## config.mk

```make
export PLATFORM = sky130hd
export DESIGN_NAME = stoch_decode_mat_flat
export DESIGN_NICKNAME = d
export VERILOG_FILES = /design/src/rtl/stoch_decode_mat_if.sv /design/src/rtl/stoch_decode_mat.sv /design/src/flat_wrapper.sv
export SDC_FILE = /design/constraint.sdc
export NUM_CORES = 1
export LEC_CHECK = 0
export BUFFER_PORTS_ARGS = -buffer_cell sky130_fd_sc_hd__buf_4
export CELL_PAD_IN_SITES_DETAIL_PLACEMENT = 0
export CELL_PAD_IN_SITES_GLOBAL_PLACEMENT = 1
export CORE_MARGIN = 4
export CORE_UTILIZATION = 49
export DETAILED_ROUTE_END_ITERATION = 8
export GPL_ROUTABILITY_DRIVEN = 1
export PLACE_DENSITY_LB_ADDON = 0.1
export RECOVER_POWER = 25
export REMOVE_ABC_BUFFERS = 1
export SYNTH_ARGS = -nofsm -noshare
export SYNTH_HDL_FRONTEND = slang
export SYNTH_SLANG_ARGS = --single-unit
```

## constraint.sdc

```tcl
create_clock -name CLK -period 2.6 [get_ports CLK]
set_input_delay 0.52 -clock CLK [delete_from_list [all_inputs] [get_ports CLK]]
set_output_delay 0.52 -clock CLK [all_outputs]
set_load 0.02 [all_outputs]
```

## src/rtl/stoch_decode_mat_if.sv

```systemverilog
// stoch_decode_mat_if: start/busy/valid handshake and bitstream/result bus for the stochastic decoder
interface stoch_decode_mat_if #(
    parameter int COUNTER_SIZE = 10,
    parameter int NUM_ROWS     = 2,
    parameter int NUM_COLS     = 2
);
    localparam int N  = NUM_ROWS * NUM_COLS;
    localparam int CW = COUNTER_SIZE + 1;
    logic          start;
    logic [N-1:0]  Y;
    logic          busy;
    logic          valid;
    logic [N*CW-1:0] data_out;
    modport master (output start, Y, input busy, valid, data_out);
    modport slave  (input start, Y, output busy, valid, data_out);
endinterface

```

## src/rtl/stoch_decode_mat.sv

```systemverilog
// stoch_decode_mat: counts ones per matrix element over a 2^COUNTER_SIZE window
module stoch_decode_mat #(
    parameter int COUNTER_SIZE = 10,
    parameter int NUM_ROWS     = 2,
    parameter int NUM_COLS     = 2
) (
    input logic               CLK,
    input logic               nRST,
    stoch_decode_mat_if.slave bus
);
    localparam int N  = NUM_ROWS * NUM_COLS;
    localparam int CW = COUNTER_SIZE + 1;
    typedef enum logic {IDLE, COUNT} state_t;
    state_t                  state;
    logic [COUNTER_SIZE-1:0] win;
    logic [CW-1:0]           cnt [N];
    always_ff @(posedge CLK or negedge nRST) begin
        if (!nRST) begin
            state        <= IDLE;
            bus.busy     <= 1'b0;
            bus.valid    <= 1'b0;
            bus.data_out <= '0;
            win          <= '0;
            for (int k = 0; k < N; k++) cnt[k] <= '0;
        end else begin
            bus.valid <= 1'b0;
            case (state)
                IDLE: if (bus.start) begin
                    state    <= COUNT;
                    bus.busy <= 1'b1;
                    win      <= '0;
                    for (int k = 0; k < N; k++) cnt[k] <= '0;
                end
                COUNT: if (win == {COUNTER_SIZE{1'b1}}) begin
                    // last sample folds straight into the result; counters are W+1 wide so all-ones never wraps
                    for (int k = 0; k < N; k++) begin
                        bus.data_out[k*CW +: CW] <= cnt[k] + CW'(bus.Y[k]);
                        cnt[k] <= '0;
                    end
                    bus.valid <= 1'b1;
                    win       <= '0;
                    state     <= bus.start ? COUNT : IDLE;
                    bus.busy  <= bus.start;
                end else begin
                    for (int k = 0; k < N; k++) cnt[k] <= cnt[k] + CW'(bus.Y[k]);
                    win <= win + 1'b1;
                end
                default: state <= IDLE;
            endcase
        end
    end
endmodule

```

## src/flat_wrapper.sv

```systemverilog
// flat-port wrapper written by rule: the top's interface ports become plain ports
module stoch_decode_mat_flat 
#(
    parameter int COUNTER_SIZE = 10,
    parameter int NUM_ROWS     = 2,
    parameter int NUM_COLS     = 2
)
  (CLK, nRST, bus_start, bus_Y, bus_busy, bus_valid, bus_data_out);
  stoch_decode_mat_if #(.COUNTER_SIZE(COUNTER_SIZE), .NUM_ROWS(NUM_ROWS), .NUM_COLS(NUM_COLS)) bus_i ();
  input logic CLK;
  input logic nRST;
  input wire logic [$bits(bus_i.start)-1:0] bus_start;
  input wire logic [$bits(bus_i.Y)-1:0] bus_Y;
  output wire logic [$bits(bus_i.busy)-1:0] bus_busy;
  output wire logic [$bits(bus_i.valid)-1:0] bus_valid;
  output wire logic [$bits(bus_i.data_out)-1:0] bus_data_out;
  assign bus_i.start = bus_start;
  assign bus_i.Y = bus_Y;
  assign bus_busy = bus_i.busy;
  assign bus_valid = bus_i.valid;
  assign bus_data_out = bus_i.data_out;
  stoch_decode_mat #(.COUNTER_SIZE(COUNTER_SIZE), .NUM_ROWS(NUM_ROWS), .NUM_COLS(NUM_COLS)) u_core (.CLK(CLK), .nRST(nRST), .bus(bus_i));
endmodule
```

### Word level (Yosys, flattened, before mapping)

Index checks and enable logic that the tools add are counted.

| word-level totals | value |
|---|---|
| bits of input ports | 7 |
| flip-flop bits (word level) | 101 |
| output and inout bits | 46 |

| operators by class | value |
|---|---|
| reduce and logical (&&, ||, !) cells | 2 |
| add/subtract/negate cells | 5 |
| muxes and demuxes | 14 |
| equality and inequality tests | 3 |
| bitwise operators | 1 |

Operators by type and width:

| operator | number |
|---|---|
| 44-bit 2-to-1 mux | 2 |
| 44-bit one-hot mux with 2 select lines | 1 |
| 11-bit by 1-bit adder with 11-bit output | 4 |
| 10-bit 2-to-1 mux | 2 |
| 10-bit one-hot mux with 2 select lines | 1 |
| 10-bit by 1-bit adder with 10-bit output, second input constant | 1 |
| 10-bit == test, second input constant | 1 |
| 1-bit 2-to-1 mux | 6 |
| 2-bit != test, second input constant | 2 |
| 1-bit one-hot mux with 2 select lines | 2 |
| 2-bit AND reduction | 2 |
| 1-bit inverter | 1 |

### Logic depth before layout (Yosys ltp)

Gate-level depths: netlist (run 1).

| logic depth | value |
|---|---|
| depth after elaboration | 3 |
| mapped depth | 7 |
| mapped depth without buffers | 6 |

### Least setup slack after synthesis (run 1)

No wires, ideal clock.

| path | value |
|---|---|
| kind | input to register |
| from | input port bus_Y[0] |
| to | register u_core.cnt[43] (netlist bit) |
| stages on the path | 5 |
| slack | 782 ps |
| arrival | 1742 ps |
| cells stage by stage | ha_1 > nand4_4 > or4_4 > or3_1 > o21ai_1 |

| on the way | value |
|---|---|
| longest elaborated chain between the ends | 3 |

RTL lines:

| item | line | RTL |
|---|---|---|
| start, declared | flat_wrapper.sv:13 | `input wire logic [$bits(bus_i.Y)-1:0] bus_Y;` |
| 11-bit by 1-bit adder with 11-bit output | stoch_decode_mat.sv:45 | `for (int k = 0; k < N; k++) cnt[k] <= cnt[k] + CW'(bus.Y[k]);` |
| 44-bit 2-to-1 mux | stoch_decode_mat.sv:34 | `COUNT: if (win == {COUNTER_SIZE{1'b1}}) begin` |
| 44-bit one-hot mux with 2 select lines | stoch_decode_mat.sv:27 | `case (state)` |
| end signal, assigned by index | stoch_decode_mat.sv:38 | `cnt[k] <= '0;` |
| end, declared | stoch_decode_mat.sv:16 | `logic [CW-1:0] cnt [N];` |

Every way passes these cells.
A chain may end at the register's enable or synchronous reset.

### Worst setup path after layout (run 1)

| path | value |
|---|---|
| from | register u_core.win[0] |
| to | register u_core.cnt[2] (netlist bit) |

| on the way | value |
|---|---|
| longest elaborated chain between the ends | 3 |

RTL lines:

| item | line | RTL |
|---|---|---|
| start, declared | stoch_decode_mat.sv:15 | `logic [COUNTER_SIZE-1:0] win;` |
| start signal, assigned | stoch_decode_mat.sv:46 | `win <= win + 1'b1;` |
| 10-bit == test | stoch_decode_mat.sv:34 |  |
| 44-bit 2-to-1 mux | stoch_decode_mat.sv:34 |  |
| 44-bit one-hot mux with 2 select lines | stoch_decode_mat.sv:27 |  |

Every way passes these cells.

==> reports/summary.txt, run 1 <==
post-synthesis instance area: 5070 sq um
sequential element share of the synthesized area: 49.8%
GR Overflow Total: 0
Worst Clk Skew: 12.7 ps
number of rows created at floorplan: 36
first-pass GRT wire length: 17400 um
floorplan core area: 9910 sq um
category of the worst setup path launch point: flop
vias in the first global route: 3673
Post-Syn Instances: 517
result of the run: finished, final reports clean
number of flops mapped to enable cells by yosys: 0
warnings from Yosys: 0
Yosys top cell by area: sky130_fd_sc_hd__dfrtp_1
Fmax achieved: 0.448 GHz
Hold Crit Class: in -> reg
Vias/cell: 5.47
routability-driven placement congestion ratio: 0.786
area fraction of the dominant cell type after synthesis: 49.8%
area occupied by registers: 2530 sq um
pwr/cell area: 689 nW/um^2
overall via count from detail_route: 3796
number of DRC markers after the initial detailed-route iteration: 143
launch instance of the worst min-delay path: bus_start
area of the die: 12000 sq um
CTS tree: built
worst reg2reg startpoint: u_core.win[0]
Peak VDD IR: 335 uV
Worst-Skew Late Latency: 360 ps
worst reg-to-reg path cell count: 6
die span in x: 110 um
arrival time worst endpoint: 2500 ps
Diodes inserted: 0
number of optimization iterations in the first detailed-route pass: 4
standard cell area after detailed placement: 5580 sq um
die height: 110 um
quantity of gates resized following cts: 0
number of failing setup endpoints in the final timing report: 0
max-slew violation count: 0
number of H-tree branching levels: 3
area taken by multi-input logic gates: 2300 sq um
CP Data Required Time: 2870 ps
instance count after placement with tap cells included: 679
number of sinks on the clock net: 101
endpoint of the most critical register-to-register path: u_core.cnt[2]
I/O pin total: 53
Max Root-Sink Buffers: 2
per-cell routed wire length: 14.6 um
worst-case setup margin in the final layout: 369 ps
mean post-synth cell area: 9.81 sq um
Worst Setup End Kind: flop
Tmin final: 2230 ps
worst path cell trace: ha_1 > nand4_2 > o31a_1 > buf_4 > a21oi_1 > o21ai_0
number of DRC violations after detailed routing: 0
top_reg_cell synth: sky130_fd_sc_hd__dfrtp_1
final critical-path share of the clock period: 85.8%
asr flop ratio synth: 100%
cells taking the most area after synthesis: sky130_fd_sc_hd__dfrtp_1 (50%), sky130_fd_sc_hd__xnor2_1 (6.0%), sky130_fd_sc_hd__a21oi_1 (5.4%)
final instance area: 5770 sq um
Clock transition at path regs: 90 ps
Setup Fix Bufs, Post-CTS: 0
worst-path maximum fanout: 17
ratio of cells with drive above 1 in the final layout: 17.5%
headroom to the max-slew limit: 7.07%
maximum number of pins on one net before global-route repair: 52
count of non-filler cells in the finished layout: 694
count of cell types in the netlist: 47
aggregate global-route resource usage: 18.2%
root buf cell: sky130_fd_sc_hd__clkbuf_8
layout filler cell count: 915
routed wire length: 10100 um
number of buffers and inverters on the critical path: 1
count of hold buffers inserted by post-cts repair: 0
antenna violations before repair: 0
Pleak: 2.46 nW
number of antenna-violating nets in the routed design: 0
maximum cell stage delay along the critical path: 600 ps
Initial Util: 51.2%
Top delay family on crit path: compound AO/OA/AOI/OAI gates
number of max-cap violations: 0
CP Launch Point: u_core.win[0]
#FFs+latches synth: 101
number of buffers created by CTS: 9
minimum setup slack after placement: 372 ps
Tightest Pin Transition: 1390 ps
r2r setup slk: 370 ps
setup repair after global routing missed its margin: false
number of nets in the layout: 574
startpoint-to-endpoint class of the critical path: reg -> reg
Area Overhead vs Synth: 13.8%
hold violation total from the final report: 0
port bufs: 52
slowest cell on the critical path: sky130_fd_sc_hd__o31a_1
total power after layout: 3.98 mW
capturing element of the worst setup path: u_core.cnt[2]
Crit. path cell count: 6
placed wire-length estimate: 6820 um
[report_power, final]
group / internal [mW] / switching [mW] / total, mW
combinational: 0.395 / 0.354 / 0.749
sequential: 1.79 / 0.357 / 2.15
clock: 0.559 / 0.522 / 1.08
total: 2.74 / 1.23 / 3.98
[metal layers]
metal  GRT usage (%)  wire length (um)
met2            29.0              4710
met4            7.12               148
met3            2.70               283
met5               0                 0
met1            25.1              4980
[flip-flops by register name, summed over array words and instances (netlist names)]
signal               cells
u_core.cnt              44
u_core.win              10
u_core.bus.busy          1
u_core.bus.data_out     44
u_core.bus.valid         1
u_core.state             1
[metrics by stage]
stage	utilization (%)	hold WS (ps)	TNS, ps
floorplan	-	224	-30820
global placement	56.3	463	0
detailed placement	56.3	459	0
CTS	58.4	55.6	0
global route	58.2	435	0
finish	58.2	437	0
[how the worst min path moves through the flow]
stage	end	slack (ps)	depth (start not counted)
final	u_core.state	440	3
after detailed placement	u_core.bus.data_out[1]	460	1
after floorplan	u_core.bus.busy	220	0
after CTS	u_core.cnt[38]	60	1
after global placement	u_core.bus.data_out[3]	460	1
after global routing	u_core.state	430	3
[layout by cell type, fill, tap and decap left out, types with 12 or more instances in the layout]
master and count:
sky130_fd_sc_hd__a21oi_1 55, sky130_fd_sc_hd__dfrtp_1 101, sky130_fd_sc_hd__a21o_1 20, sky130_fd_sc_hd__o21ai_0 40
sky130_fd_sc_hd__xnor2_1 35, sky130_fd_sc_hd__inv_1 18, sky130_fd_sc_hd__nand2_1 25, sky130_fd_sc_hd__nor2_1 50
sky130_fd_sc_hd__nand4_1 12, sky130_fd_sc_hd__buf_4 60, sky130_fd_sc_hd__or3_1 12, sky130_fd_sc_hd__nand3_1 15
[area by class of cell]
class	count	area share (%)
tap	133	2.88
multi-input combinational	363	39.8
sequential	101	43.8
timing repair buffer	64	8.69
clock inverter	5	1.30
inverter	18	1.17
clock buffer	10	2.38
[Yosys cell counts, drive strengths merged (7+ instances only)]
cell    count
dfrtp     101
a21oi      55
nor2       51
o21ai      41
xnor2      35
nand2      25
buf        22
a21o       20
inv        18
nand3      17
nand4      14
clkbuf     13
or3        12
nor3       11
and3       10
ha         10
nor4        9
nor3b       7
[cell families (layout without fill, tap and decap cells)]
family,Yosys count,count (layout),synth area share (%)
AOI/OAI and AO/OA,134,134,15.6
adders and majority gates,10,10,2.47
and+or+nand+nor,168,168,18.0
xor gates and xnor gates,40,40,6.91
DFF,101,101,49.8
buffers and inverters,53,97,4.93
muxes,11,11,2.32
[worst min-delay path, stage by stage]
cell and delay [ps]:
sky130_fd_sc_hd__buf_4 90, sky130_fd_sc_hd__inv_1 90, sky130_fd_sc_hd__nand2_1 70
(Power assumes the default switching activity.)
==> inputs of run 2 (changes only) <==
--- a/config.mk
+++ b/config.mk
@@ -8,6 +8,7 @@
 export BUFFER_PORTS_ARGS = -buffer_cell sky130_fd_sc_hd__buf_4
 export CELL_PAD_IN_SITES_DETAIL_PLACEMENT = 0
 export CELL_PAD_IN_SITES_GLOBAL_PLACEMENT = 1
+export CORE_ASPECT_RATIO = 1.2
 export CORE_MARGIN = 4
 export CORE_UTILIZATION = 49
 export DETAILED_ROUTE_END_ITERATION = 8
==> run 2 against run 1 <==
- core utilization shrank 0.26 points
- combinational power grew 0.8%
- critical path depth is the same
- clock-buffer cell count is the same
- maximum frequency grew 6.4%
- largest power group unchanged
- cell area grew 1.1%
- global-route usage grew 0.16 points
- hold slack gained 9.6 ps
- final cell count shrank 1.3%
==> reports/summary.txt, run 2 (synthesis results as in run 1) <==
result of the run: finished, final reports clean
minimum setup slack after placement: 526 ps (+154 ps)
per-cell routed wire length: 14.9 um (+2.1%)
total power after layout: 4.22 mW (+6.2%)
Peak VDD IR: 377 uV (+13%)
largest registers: u_core.bus.data_out: 44 flops, u_core.cnt: 44 flops, u_core.win: 10 flops
number of DRC violations after detailed routing: 0 (unchanged)
hold violation total from the final report: 0 (unchanged)
final instance area: 5830 sq um (+1.1%)
Diodes inserted: 0 (unchanged)
routability-driven placement congestion ratio: 0.852 (+8.4%)
floorplan core area: 10100 sq um (+1.5%)
worst-path maximum fanout: 43 (+26)
root buf cell: sky130_fd_sc_hd__clkbuf_16
area of the die: 12000 sq um (about the same)
count of non-filler cells in the finished layout: 685 (-1.3%)
die span in x: 101 um (-8.1%)
category of the worst setup path launch point: flop
number of buffers created by CTS: 9 (unchanged)
layout filler cell count: 882 (-3.6%)
number of nets in the layout: 571 (-0.52%)
routed wire length: 10200 um (+0.73%)
number of failing setup endpoints in the final timing report: 0 (unchanged)
Tmin final: 2100 ps (-135 ps)
number of sinks on the clock net: 101 (unchanged)
port bufs: 52 (unchanged)
final critical-path share of the clock period: 80.6% (-5.2 points)
count of hold buffers inserted by post-cts repair: 0 (unchanged)
startpoint-to-endpoint class of the critical path: reg -> reg
standard cell area after detailed placement: 5540 sq um (-0.56%)
Worst-Skew Late Latency: 340 ps (-20 ps)
Clock transition at path regs: 60 ps (-30 ps)
CP Data Required Time: 2830 ps (-40 ps)
arrival time worst endpoint: 2330 ps (-170 ps)
number of DRC markers after the initial detailed-route iteration: 165 (+15%)
overall via count from detail_route: 3787 (-0.24%)
Tightest Pin Transition: 1470 ps (+75.8 ps)
Fmax achieved: 0.477 GHz (+6.4%)
setup repair after global routing missed its margin: false
quantity of gates resized following cts: 0 (unchanged)
number of max-cap violations: 0 (unchanged)
vias in the first global route: 3796 (+3.3%)
Hold Crit Class: in -> reg
number of optimization iterations in the first detailed-route pass: 6 (+2)
Initial Util: 50.4% (-0.76 points)
number of H-tree branching levels: 3 (unchanged)
antenna violations before repair: 0 (unchanged)
Worst Setup End Kind: flop
CTS tree: built
number of rows created at floorplan: 40 (+11%)
Vias/cell: 5.53 (+1.1%)
I/O pin total: 53 (unchanged)
worst-case setup margin in the final layout: 504 ps (+135 ps)
GR Overflow Total: 0 (unchanged)
commonest cells after routing, fill and taps aside: sky130_fd_sc_hd__dfrtp_1 (101), sky130_fd_sc_hd__buf_4 (57), sky130_fd_sc_hd__a21oi_1 (55)
Max Root-Sink Buffers: 2 (unchanged)
Worst Clk Skew: 6.82 ps (-5.93 ps)
first-pass GRT wire length: 17900 um (+2.9%)
die height: 119 um (+8.8%)
pwr/cell area: 724 nW/um^2 (+5.1%)
maximum number of pins on one net before global-route repair: 67 (+29%)
headroom to the max-slew limit: 2.02% (-5.1 points)
ratio of cells with drive above 1 in the final layout: 17.0% (-0.47 points)
max-slew violation count: 0 (unchanged)
instance count after placement with tap cells included: 669 (-1.5%)
Setup Fix Bufs, Post-CTS: 0 (unchanged)
leading cell type in the layout, fill and taps excluded: sky130_fd_sc_hd__dfrtp_1
Pleak: 2.47 nW (+0.61%)
Area Overhead vs Synth: 15.0%
number of antenna-violating nets in the routed design: 0 (unchanged)
placed wire-length estimate: 6850 um (+0.44%)
aggregate global-route resource usage: 18.4% (+0.16 points)
[run 2: changes by cell type in the layout (fill, tap and decap cells not counted), sizes merged]
cell	delta
clkbuf	-1
bufinv	-1
buf	-2
clkinvlp	+2
[run 2: final timing paths]
| check | start | cells after the start | endpoint | slack [ps] |
|---|---|---|---|---|
| setup reg to reg | u_core.win[0] | 6 | u_core.cnt[39] | 500 |
| hold / removal | bus_start | 3 | u_core.state | 450 |
| max in group asynchronous | nRST | 2 | u_core.cnt[27] | 1060 |
| setup / recovery | u_core.win[0] | 6 | u_core.cnt[39] | 500 |
| min in group asynchronous | nRST | 1 | u_core.bus.data_out[25] | 520 |
| hold reg to reg | u_core.bus.data_out[12] | 1 | u_core.bus.data_out[12] | 520 |
[run 2: area by class of cell]
cell class                 instances  area (sq um)  area share (%)
multi-input combinational        363          2300            39.4
inverter                          18          67.6            1.16
sequential                       101          2530            43.3
tap                              126           158            2.70
timing repair buffer              61           492            8.43
clock buffer                      10           229            3.93
clock inverter                     6          63.8            1.09
[run 2: power by group]
| part | total, mW | internal (mW) | switching [mW] |
|---|---|---|---|
| Clock | 1.32 | 0.744 | 0.573 |
| Combinational | 0.755 | 0.397 | 0.358 |
| Sequential | 2.15 | 1.79 | 0.358 |
[run 2: per-stage QoR]
step | hold slack (ps) | utilization [%] | TNS (ps)
global placement | 460 | 55.1 | 0
floorplan | 224 | - | -30820
CTS | 93.2 | 58.0 | 0
finish | 447 | 58.0 | 0
global route | 483 | 58.0 | 0
detailed placement | 462 | 55.1 | 0
[run 2: metal layers]
metal	routed length (um)	global-route usage, %	up-vias
li1	-	-	1882
met1	4780	25.1	1836
met2	4950	29.4	53
met3	268	2.34	16
met4	191	7.50	0
met5	0	0	-
[run 2: worst max-delay path, stage by stage (launching register included)]
cell and delay (ps):
sky130_fd_sc_hd__dfrtp_1 410, sky130_fd_sc_hd__ha_1 300, sky130_fd_sc_hd__nand4_2 240, sky130_fd_sc_hd__o31ai_4 250, sky130_fd_sc_hd__buf_4 420, sky130_fd_sc_hd__o21ai_0 160, sky130_fd_sc_hd__a21o_1 200
